--- config.mk ---
export PLATFORM = sky130hd
export DESIGN_NAME = reg_to_obi_mem
export DESIGN_NICKNAME = d
export VERILOG_FILES = /design/src/rtl/reg_to_obi_mem.sv
export SDC_FILE = /design/constraint.sdc
export NUM_CORES = 1
export LEC_CHECK = 0
export BUFFER_PORTS_ARGS = -buffer_cell sky130_fd_sc_hd__buf_4
export CAP_MARGIN = 40
export CELL_PAD_IN_SITES_DETAIL_PLACEMENT = 0
export CELL_PAD_IN_SITES_GLOBAL_PLACEMENT = 1
export CORE_ASPECT_RATIO = 1.4
export CORE_MARGIN = 2
export CORE_UTILIZATION = 29
export DETAILED_ROUTE_END_ITERATION = 12
export GPL_TIMING_DRIVEN = 0
export PLACE_DENSITY_LB_ADDON = 0.1
export SYNTH_ARGS = -nofsm -noshare
export SYNTH_HDL_FRONTEND = slang
export SYNTH_SLANG_ARGS = --single-unit
--- constraint.sdc ---
create_clock -name clk_i -period 1.6 [get_ports clk_i]
set_input_delay 0.24 -clock clk_i [delete_from_list [all_inputs] [get_ports clk_i]]
set_output_delay 0.24 -clock clk_i [all_outputs]
set_load 0.01 [all_outputs]
--- src/rtl/reg_to_obi_mem.sv ---
// Regbus-to-OBI memory bridge: one transaction at a time, with an alignment check
// and a response timeout that drains the late response before accepting new work.
package reg_to_obi_mem_pkg;
  typedef struct packed {
    logic        valid;
    logic [31:0] addr;
    logic        write;
    logic [31:0] wdata;
    logic [3:0]  wstrb;
  } reg_req_t;

  typedef struct packed {
    logic        ready;
    logic [31:0] rdata;
    logic        error;
  } reg_rsp_t;
endpackage

module reg_to_obi_mem #(
  parameter int unsigned ADDR_WIDTH     = 32,
  parameter int unsigned DATA_WIDTH     = 32,
  parameter int unsigned TIMEOUT_CYCLES = 64,
  parameter type         reg_req_t      = reg_to_obi_mem_pkg::reg_req_t,
  parameter type         reg_rsp_t      = reg_to_obi_mem_pkg::reg_rsp_t
) (
  input  logic                    clk_i,
  input  logic                    rst_ni,
  input  reg_req_t                reg_req_i,
  output reg_rsp_t                reg_rsp_o,
  output logic                    mem_req_o,
  input  logic                    mem_gnt_i,
  output logic [ADDR_WIDTH-1:0]   mem_addr_o,
  output logic                    mem_we_o,
  output logic [DATA_WIDTH-1:0]   mem_wdata_o,
  output logic [DATA_WIDTH/8-1:0] mem_be_o,
  input  logic                    mem_rvalid_i,
  input  logic [DATA_WIDTH-1:0]   mem_rdata_i,
  input  logic                    mem_err_i
);

  localparam int unsigned BE_W  = DATA_WIDTH / 8;
  localparam int unsigned CNT_W = (TIMEOUT_CYCLES > 2) ? $clog2(TIMEOUT_CYCLES) : 1;
  localparam logic [ADDR_WIDTH-1:0] OFF_MASK = ADDR_WIDTH'(BE_W - 1);
  localparam logic [CNT_W-1:0] CNT_LAST =
    CNT_W'((TIMEOUT_CYCLES == 0) ? 0 : TIMEOUT_CYCLES - 1);

  typedef enum logic [2:0] {IDLE, REQ, RESP, DONE, DRAIN} state_e;

  state_e                state_q, state_d;
  logic [ADDR_WIDTH-1:0] addr_q, addr_d;
  logic                  we_q, we_d;
  logic [DATA_WIDTH-1:0] wdata_q, wdata_d;
  logic [BE_W-1:0]       be_q, be_d;
  logic [DATA_WIDTH-1:0] rdata_q, rdata_d;
  logic                  error_q, error_d;
  logic                  drain_q, drain_d;
  logic [CNT_W-1:0]      cnt_q, cnt_d;

  always_ff @(posedge clk_i) begin
    if (!rst_ni) begin
      state_q <= IDLE;
      addr_q  <= '0;
      we_q    <= 1'b0;
      wdata_q <= '0;
      be_q    <= '0;
      rdata_q <= '0;
      error_q <= 1'b0;
      drain_q <= 1'b0;
      cnt_q   <= '0;
    end else begin
      state_q <= state_d;
      addr_q  <= addr_d;
      we_q    <= we_d;
      wdata_q <= wdata_d;
      be_q    <= be_d;
      rdata_q <= rdata_d;
      error_q <= error_d;
      drain_q <= drain_d;
      cnt_q   <= cnt_d;
    end
  end

  always_comb begin
    state_d = state_q;
    addr_d  = addr_q;
    we_d    = we_q;
    wdata_d = wdata_q;
    be_d    = be_q;
    rdata_d = rdata_q;
    error_d = error_q;
    drain_d = drain_q;
    cnt_d   = cnt_q;
    case (state_q)
      IDLE: begin
        if (reg_req_i.valid) begin
          addr_d  = reg_req_i.addr;
          we_d    = reg_req_i.write;
          wdata_d = reg_req_i.wdata;
          be_d    = reg_req_i.wstrb;
          rdata_d = '0;
          if (|(reg_req_i.addr & OFF_MASK)) begin
            error_d = 1'b1;
            state_d = DONE;
          end else begin
            error_d = 1'b0;
            state_d = REQ;
          end
        end
      end
      REQ: begin
        if (mem_gnt_i) begin
          cnt_d   = '0;
          state_d = RESP;
        end
      end
      RESP: begin
        if (mem_rvalid_i) begin
          error_d = mem_err_i;
          rdata_d = we_q ? '0 : mem_rdata_i;
          state_d = DONE;
        end else if ((TIMEOUT_CYCLES != 0) && (cnt_q == CNT_LAST)) begin
          // The late response is still owed by the memory; DRAIN swallows it.
          error_d = 1'b1;
          rdata_d = '0;
          drain_d = 1'b1;
          state_d = DONE;
        end else if (cnt_q != '1) begin
          cnt_d = cnt_q + CNT_W'(1);
        end
      end
      DONE: begin
        state_d = drain_q ? DRAIN : IDLE;
      end
      DRAIN: begin
        if (mem_rvalid_i) begin
          drain_d = 1'b0;
          state_d = IDLE;
        end
      end
      default: state_d = IDLE;
    endcase
  end

  always_comb begin
    mem_req_o   = (state_q == REQ);
    mem_addr_o  = addr_q & ~OFF_MASK;
    mem_we_o    = we_q;
    mem_wdata_o = wdata_q;
    mem_be_o    = be_q;
    reg_rsp_o   = '0;
    if (state_q == DONE) begin
      reg_rsp_o.ready = 1'b1;
      reg_rsp_o.rdata = rdata_q;
      reg_rsp_o.error = error_q;
    end
  end

endmodule

==> Word-level counts from Yosys, hierarchy flattened <==
Cells that the tools add are included.
{ "classes": {"addsub": 1, "n_eq_ne": 14, "n_reduce_logical": 10, "n_mux": 27} }
{ "ops": {"columns": ["op", "n"], "rows": [
  ["2-to-1 mux 32 bit", 4],
  ["case mux 32 bit (2 select lines)", 1],
  ["2-to-1 mux 34 bit", 1],
  ["2-to-1 mux 6 bit", 4],
  ["2-to-1 mux 3 bit", 6],
  ["case mux 3 bit (5 select lines)", 1],
  ["!= test 2 bit (second input constant)", 6],
  ["case mux 6 bit (2 select lines)", 1],
  ["AND reduction 4 bit", 2],
  ["adder 6 x 1 -> 6 bit (second input constant)", 1],
  ["== test 3 x 2 -> 1 bit (second input constant)", 2],
  ["== test 6 bit (second input constant)", 1],
  ["2-to-1 mux 1 bit", 6],
  ["!= test 6 bit (second input constant)", 1],
  ["nonzero test 2 bit", 3],
  ["AND reduction 5 bit", 1],
  ["case mux 1 bit (2 select lines)", 2],
  ["== test 3 x 1 -> 1 bit (second input constant)", 1],
  ["== test 3 bit (second input constant)", 1],
  ["zero test 3 bit", 1],
  ["!= test 3 bit (second input constant)", 1],
  ["AND reduction 3 bit", 1],
  ["2-to-1 mux 2 bit", 1],
  ["!= test 2 x 1 -> 1 bit (second input constant)", 1],
  ["other kinds (2)", 2]
]} }
{ "totals": {"regBits": 112, "wordCells": 61} }

==> Depth between registers and ports, before layout <==
Gate-level depths: netlist of run 1.
{ "logic_depth": {"word_depth": 5, "mapped_depth": 8, "depth_no_buf": 5} }

==> Least setup slack after synthesis of run 1 <==
OpenSTA, ideal clock, no wires.
{ "synth_path": {"path_type": "reg2reg", "from": "register cnt_q[0]", "to": "register rdata_q[10]", "arrival_ns": 1.374, "n_path_buf": 1, "required_ns": 1.483, "slack_ns": 0.110, "setup_ns": 0.117, "path_stages_with_launch": 7, "path_cell_list": "dfxtp_1 ha_1 nand4_1 o211ai_1 a21oi_1 buf_2 a22o_1"} }
{ "synth_via": {"elab_chain_len": 3} }
{ "synth_lines": {"columns": ["item", "line_no", "rtl"], "rows": [
  ["start, declared", "57", "logic [CNT_W-1:0] cnt_q, cnt_d;"],
  ["start signal, assigned", "79", "cnt_q <= cnt_d;"],
  ["== test 6 bit", "121", "end else if ((TIMEOUT_CYCLES != 0) && (cnt_q == CNT_LAST)) begin"],
  ["!= test 3 bit (no source line)", null, null],
  ["AND reduction 3 bit (no source line)", null, null],
  ["end signal, assigned", "76", "rdata_q <= rdata_d;"],
  ["end, declared", "54", "logic [DATA_WIDTH-1:0] rdata_q, rdata_d;"]
]} }
Every way passes these cells.
A chain may end at the register's enable or synchronous reset.

==> metrics.cfg, run 1 <==
[sta]
max_freq_ghz=0.5761
drv_slew=0
setup_viol=36
min_period_ps=1736
holdWs_ps=114.6
rsz0062_at_grt=true
layout_setup_ws_ps=-135.8
finClkSkew_ps=9.400
hold_viol_final=0
period_share_pct=108.5
slew_headroom_pct=62.05
tightest_slew_ps=569.3
fin_tns_setup_ps=-3394

[pwr]
peakVddDrop_uv=472.7
p_sw_uw=1661
intPower_uw=4627
p_leak_uw=0.002920
pwr-share-comb_pct=18.8
swShare_pct=26.42
clkPwrFrac_pct=33.5
seq_power_share_pct=47.7
powerDensity_nw_per_um2=950.5

[synth]
synth_edf_count=0
ys_seq_area_share_pct=53.01
yosys.cell_types.count=42
synth.cell_area_sq_um=4154
synth_warnings=0
synth_top_flop_cell=dfxtp_1
syn_area_per_cell_sq_um=8.654
yosys_register_bits=110
synth_cells=480
ys_async_sr_fraction_pct=0

[worst_setup_path]
required_ps=1360
cp-end-kind=primary output
critPathMaxFanout=10
r2r-start=state_q[0]
arrival_ps=1500
startpoint_type=flop
r2r_end=cnt_q[5]
r2r_slack_ps=-40
ff2ff_path_depth=6
crit_type=flop to primary output

[die]
dieArea_sq_um=15310
io_pins=211
die_w_um=105.2
rows=51
dieHeight_um=145.6
initial_core_util_pct=29.73
core_sq_um=13970

[detailed_routing]
vias_per_cell=4.552
drcViolationCount=0
firstDrtPassIters=4
drtAntennaViolNets=0
via_count=4129
drt_iter0_drc=107
drt-wirelength-per-cell_um=13.98
drt_wl_total_um=12680

[clock_tree]
clk_path_buf_depth=2
numCtsBuffers=9
clk_pin_slew_worst_paths_ps=70
cts-root-buf=clkbuf_16
cts_num_sinks=110
cts_tree=done
cts_hold_buf=0
insertion_delay_ps=340
htree_levels=3

[finish]
final_nets=825
drive_above_1_share_pct=41.14
fin_cells=907
syn2layout_area_growth_pct=59.25
final_util_pct=47.34
diodes=0

[min_path]
min_to=rdata_q[4]
hold_path_depth=2
worstHoldPathType=input pin to flop
worstHoldStart=mem_rdata_i[4]

[global_routing]
grt_pass1_vias=4055
antenna_found_initial=0
grt_pass1_wl_um=20070
grt_overflow=0
grt_usage_pct=16.09
grt_max_degree=18

[flow_run]
drv_cap=0

[outcome]
status=complete, but fails checks
violations=negative setup slack

[placement]
placed_cells=874
dp_hpwl_um=9455
port_buffers=208
routabilityCongestion=0.7474

[layout make-up]
class	instances	area (sq um)
plain buffers	36	256.5
clock buffers	12	246.5
clock inverters	4	32.53
fillers	1423	7360
inverters	4	17.52
multi-input cells	330	1852
flip-flops and latches	110	2211
well taps	185	231.5
repair buffers	226	1768
[synth_stat cells, types with 2 or more instances]
master | count | area share (%)
nand2_1 | 141 | 13
inv_1 | 3 | 0.27
nand3_1 | 7 | 0.84
buf_4 | 3 | 0.54
a21oi_1 | 75 | 9.0
clkbuf_1 | 16 | 1.4
nor2_1 | 2 | 0.18
nand4_1 | 2 | 0.30
or3_1 | 2 | 0.30
a22o_1 | 32 | 6.7
o31ai_1 | 2 | 0.36
nor3_1 | 3 | 0.36
and2_1 | 33 | 5.0
o211ai_1 | 3 | 0.54
dfxtp_1 | 110 | 53
buf_6 | 2 | 0.54
nor3b_2 | 2 | 0.60
buf_2 | 15 | 1.8
a31oi_1 | 4 | 0.60
[layer usage]
layer	track usage, %	vias up	wire length, um
met2	28.41	135	6588
met5	0	-	0
met4	4.467	0	155
met1	18.87	1889	5093
li1	-	2094	-
met3	4.657	11	844
[logic make-up after synthesis]
logic type / share of synthesized area, %
simple gates: 23.10
compound gates: 18.46
flops: 53.01
fa+ha+maj: 0.3012
buf+inv: 4.789
other cells: 0.09027
mux: 0.2410
[placed cells by master (no fill, tap or decap), types with 2 or more instances in the layout]
cell	synthesis	layout
clkbuf_2	0	3
nand4_1	2	2
nand3_1	7	6
nor3b_4	0	3
and2_4	0	9
nand2_2	0	2
buf_6	2	21
o211ai_1	3	3
clkbuf_16	0	9
and2_1	33	24
inv_1	3	2
or3_1	2	2
clkbuf_1	16	12
dfxtp_1	110	105
buf_2	15	4
nor3_2	0	2
o31ai_1	2	2
a31oi_1	4	4
clkinv_4	0	2
buf_4	3	217
a21oi_1	75	74
nand2_1	141	139
buf_8	0	5
dfxtp_2	0	4
a22o_1	32	32
conb_1	1	2
clkinvlp_4	0	2
nor2_1	2	2
[worst max path at each step]
stage | from | end | slack [ps] | cells past startpoint
after floorplan | cnt_q[0] | rdata_q[10] | 110 | 6
after global placement | state_q[0] | reg_rsp_o[26] | -250 | 5
after detailed placement | state_q[0] | reg_rsp_o[26] | -290 | 5
after CTS | state_q[2] | reg_rsp_o[14] | -160 | 6
after global routing | state_q[1] | reg_rsp_o[7] | -210 | 6
final | state_q[1] | reg_rsp_o[14] | -140 | 6
[registers in the layout (all words and copies together) (netlist names)]
signal       count
addr_q          30
cnt_q            6
drain_q          1
error_q          1
mem_be_o         4
mem_wdata_o     32
mem_we_o         1
rdata_q         32
state_q          3
[critical path, cell delays in order, from the launching register on]
cell and delay (ps):
dfxtp_2 360, inv_4 50, nor3b_4 180, buf_6 170, buf_8 120, and2_1 130, buf_4 120
[power groups by stage]
stage               Sequential (uW)  Combinational, uW  Clock (uW)
floorplan                      3100                452           0
global placement               3050               1050           0
detailed placement             3060               1070           0
CTS                            3000               1130        2200
global route                   3020               1300        2300
finish                         3000               1180        2110
[timing repair]
| action | CTS | global route |
|---|---|---|
| setup buffers | 11 | 6 |
| pin swaps | 4 | 18 |
| gates resized for setup | 35 | 47 |
| setup endpoints to repair | 94 | 103 |
| gates cloned | 1 | 0 |
[per-stage QoR]
stage / worst slack [ps] / total power, uW / instance area (sq um)
final: -135.8 / 6288 / 6615
after CTS: -162.4 / 6324 / 6424
after detailed placement: -291.3 / 4124 / 5951
after global placement: -252.3 / 4101 / 5951
after global routing: -206.0 / 6621 / 6615
after floorplan: 109.5 / 3555 / 4158
(Power assumes the default switching activity.)
==> inputs of run 2 (changes only) <==
--- a/config.mk
+++ b/config.mk
@@ -15,6 +15,7 @@
 export DETAILED_ROUTE_END_ITERATION = 12
 export GPL_TIMING_DRIVEN = 0
 export PLACE_DENSITY_LB_ADDON = 0.1
+export SKIP_LAST_GASP = 1
 export SYNTH_ARGS = -nofsm -noshare
 export SYNTH_HDL_FRONTEND = slang
 export SYNTH_SLANG_ARGS = --single-unit
==> metrics.cfg, run 2 (synthesis results as in run 1) <==
[finish]
drive_above_1_share_pct=41.14
design_area_sq_um=6601
final_util_pct=47.24
syn2layout_area_growth_pct=58.92
final_cell_mix=buf_4, nand2_1, dfxtp_1, a21oi_1, a22o_1
layout_commonest_cell=buf_4
diodes=0
final_nets=825

[detailed_routing]
drt-wirelength-per-cell_um=13.99
firstDrtPassIters=4
drt_wl_total_um=12690
drtAntennaViolNets=0
via_count=4127
drt_iter0_drc=107
drcViolationCount=0
vias_per_cell=4.550

[outcome]
violations=negative setup slack
status=complete, but fails checks

[clock_tree]
insertion_delay_ps=340
cts_tree=done
htree_levels=3
cts-root-buf=clkbuf_16
cts_hold_buf=0
cts_num_sinks=110
numCtsBuffers=9
clk_pin_slew_worst_paths_ps=70
clk_path_buf_depth=2

[sta]
holdWs_ps=114.5
rsz0062_at_grt=true
period_share_pct=108.2
tightest_slew_ps=583.8
drv_slew=0
setup_viol=35
min_period_ps=1732
slew_headroom_pct=61.08
finClkSkew_ps=9.194
layout_setup_ws_ps=-131.5
max_freq_ghz=0.5775
hold_viol_final=0
fin_tns_setup_ps=-3287

[placement]
dp_hpwl_um=9455
placed_area_sq_um=5951
port_buffers=208
routabilityCongestion=0.7474
pre_cts_ws_ps=-291.3

[die]
dieHeight_um=145.6
dieArea_sq_um=15310
initial_core_util_pct=29.73
core_sq_um=13970
rows=51
io_pins=211
die_w_um=105.2

[worst_setup_path]
r2r_end=cnt_q[5]
required_ps=1360
ff2ff_path_depth=6
r2r-start=state_q[0]
arrival_ps=1490
r2r_slack_ps=-90
critPathMaxFanout=10
cp-end-kind=primary output
crit_type=flop to primary output
startpoint_type=flop

[min_path]
hold_path_depth=2
worstHoldStart=mem_rdata_i[4]
worstHoldPathType=input pin to flop
min_to=rdata_q[4]

[pwr]
peakVddDrop_uv=472.7
p_leak_uw=0.002920
powerDensity_nw_per_um2=951.8

[global_routing]
antenna_found_initial=0
grt_overflow=0
grt_max_degree=18
grt_pass1_vias=4041
grt_usage_pct=16.08
grt_pass1_wl_um=20050

[flow_run]
drv_cap=0

==> run 2: cell counts in the layout (fill, tap and decap cells not counted) <==
Identical to the previous run, type by type.
==> run 2: how the worst max path moves through the flow <==
stage | startpoint | to | slack [ps] | cells past startpoint
2_1_floorplan | cnt_q[0] | rdata_q[10] | 110 | 6
3_3_place_gp | state_q[0] | reg_rsp_o[26] | -250 | 5
3_5_place_dp | state_q[0] | reg_rsp_o[26] | -290 | 5
4_1_cts | state_q[2] | reg_rsp_o[14] | -160 | 6
5_1_grt | state_q[1] | reg_rsp_o[7] | -210 | 6
6_report | state_q[1] | reg_rsp_o[14] | -130 | 6
==> run 2: metal layers <==
metal	global-route usage [%]	share of wire (%)	vias up
li1	-	-	2094
met1	18.89	40	1895
met2	28.34	52	127
met3	4.657	6.5	11
met4	4.467	1.2	0
met5	0	0	-
==> run 2: cell type report <==
type / count / area (sq um)
buffer: 36 / 256.5
clock buffer: 12 / 246.5
clock inverter: 4 / 32.53
fill: 1426 / 7373
inverter: 4 / 17.52
multi-input combinational: 330 / 1846
sequential: 110 / 2211
tap: 185 / 231.5
timing repair buffer: 226 / 1760
==> run 2: worst max-delay path, cell delays in order, from the launching register on <==
cell and delay [ps]:
dfxtp_2 360, inv_4 50, nor3b_4 190, buf_6 170
buf_8 120, and2_1 130, buf_4 120
==> run 2: timing repair <==
action                                  4_1_cts  5_1_grt
hold endpoints to repair                      0        0
pin swaps                                     4       17
endpoints found under the setup margin       94      104
buffers inserted                             11        6
gates cloned                                  1        0
resized for setup                            32       47
==> run 2: where the power goes <==
part / switching [uW] / internal (uW)
clock: 999 / 1110
sequential: 92.1 / 2910
combinational: 568 / 612
==> run 2: metrics by stage <==
step                      instances  total power [uW]
after floorplan                 481              3555
after global placement          874              4101
after detailed placement        874              4124
after CTS                       902              6322
after global routing            907              6617
final                           907              6283
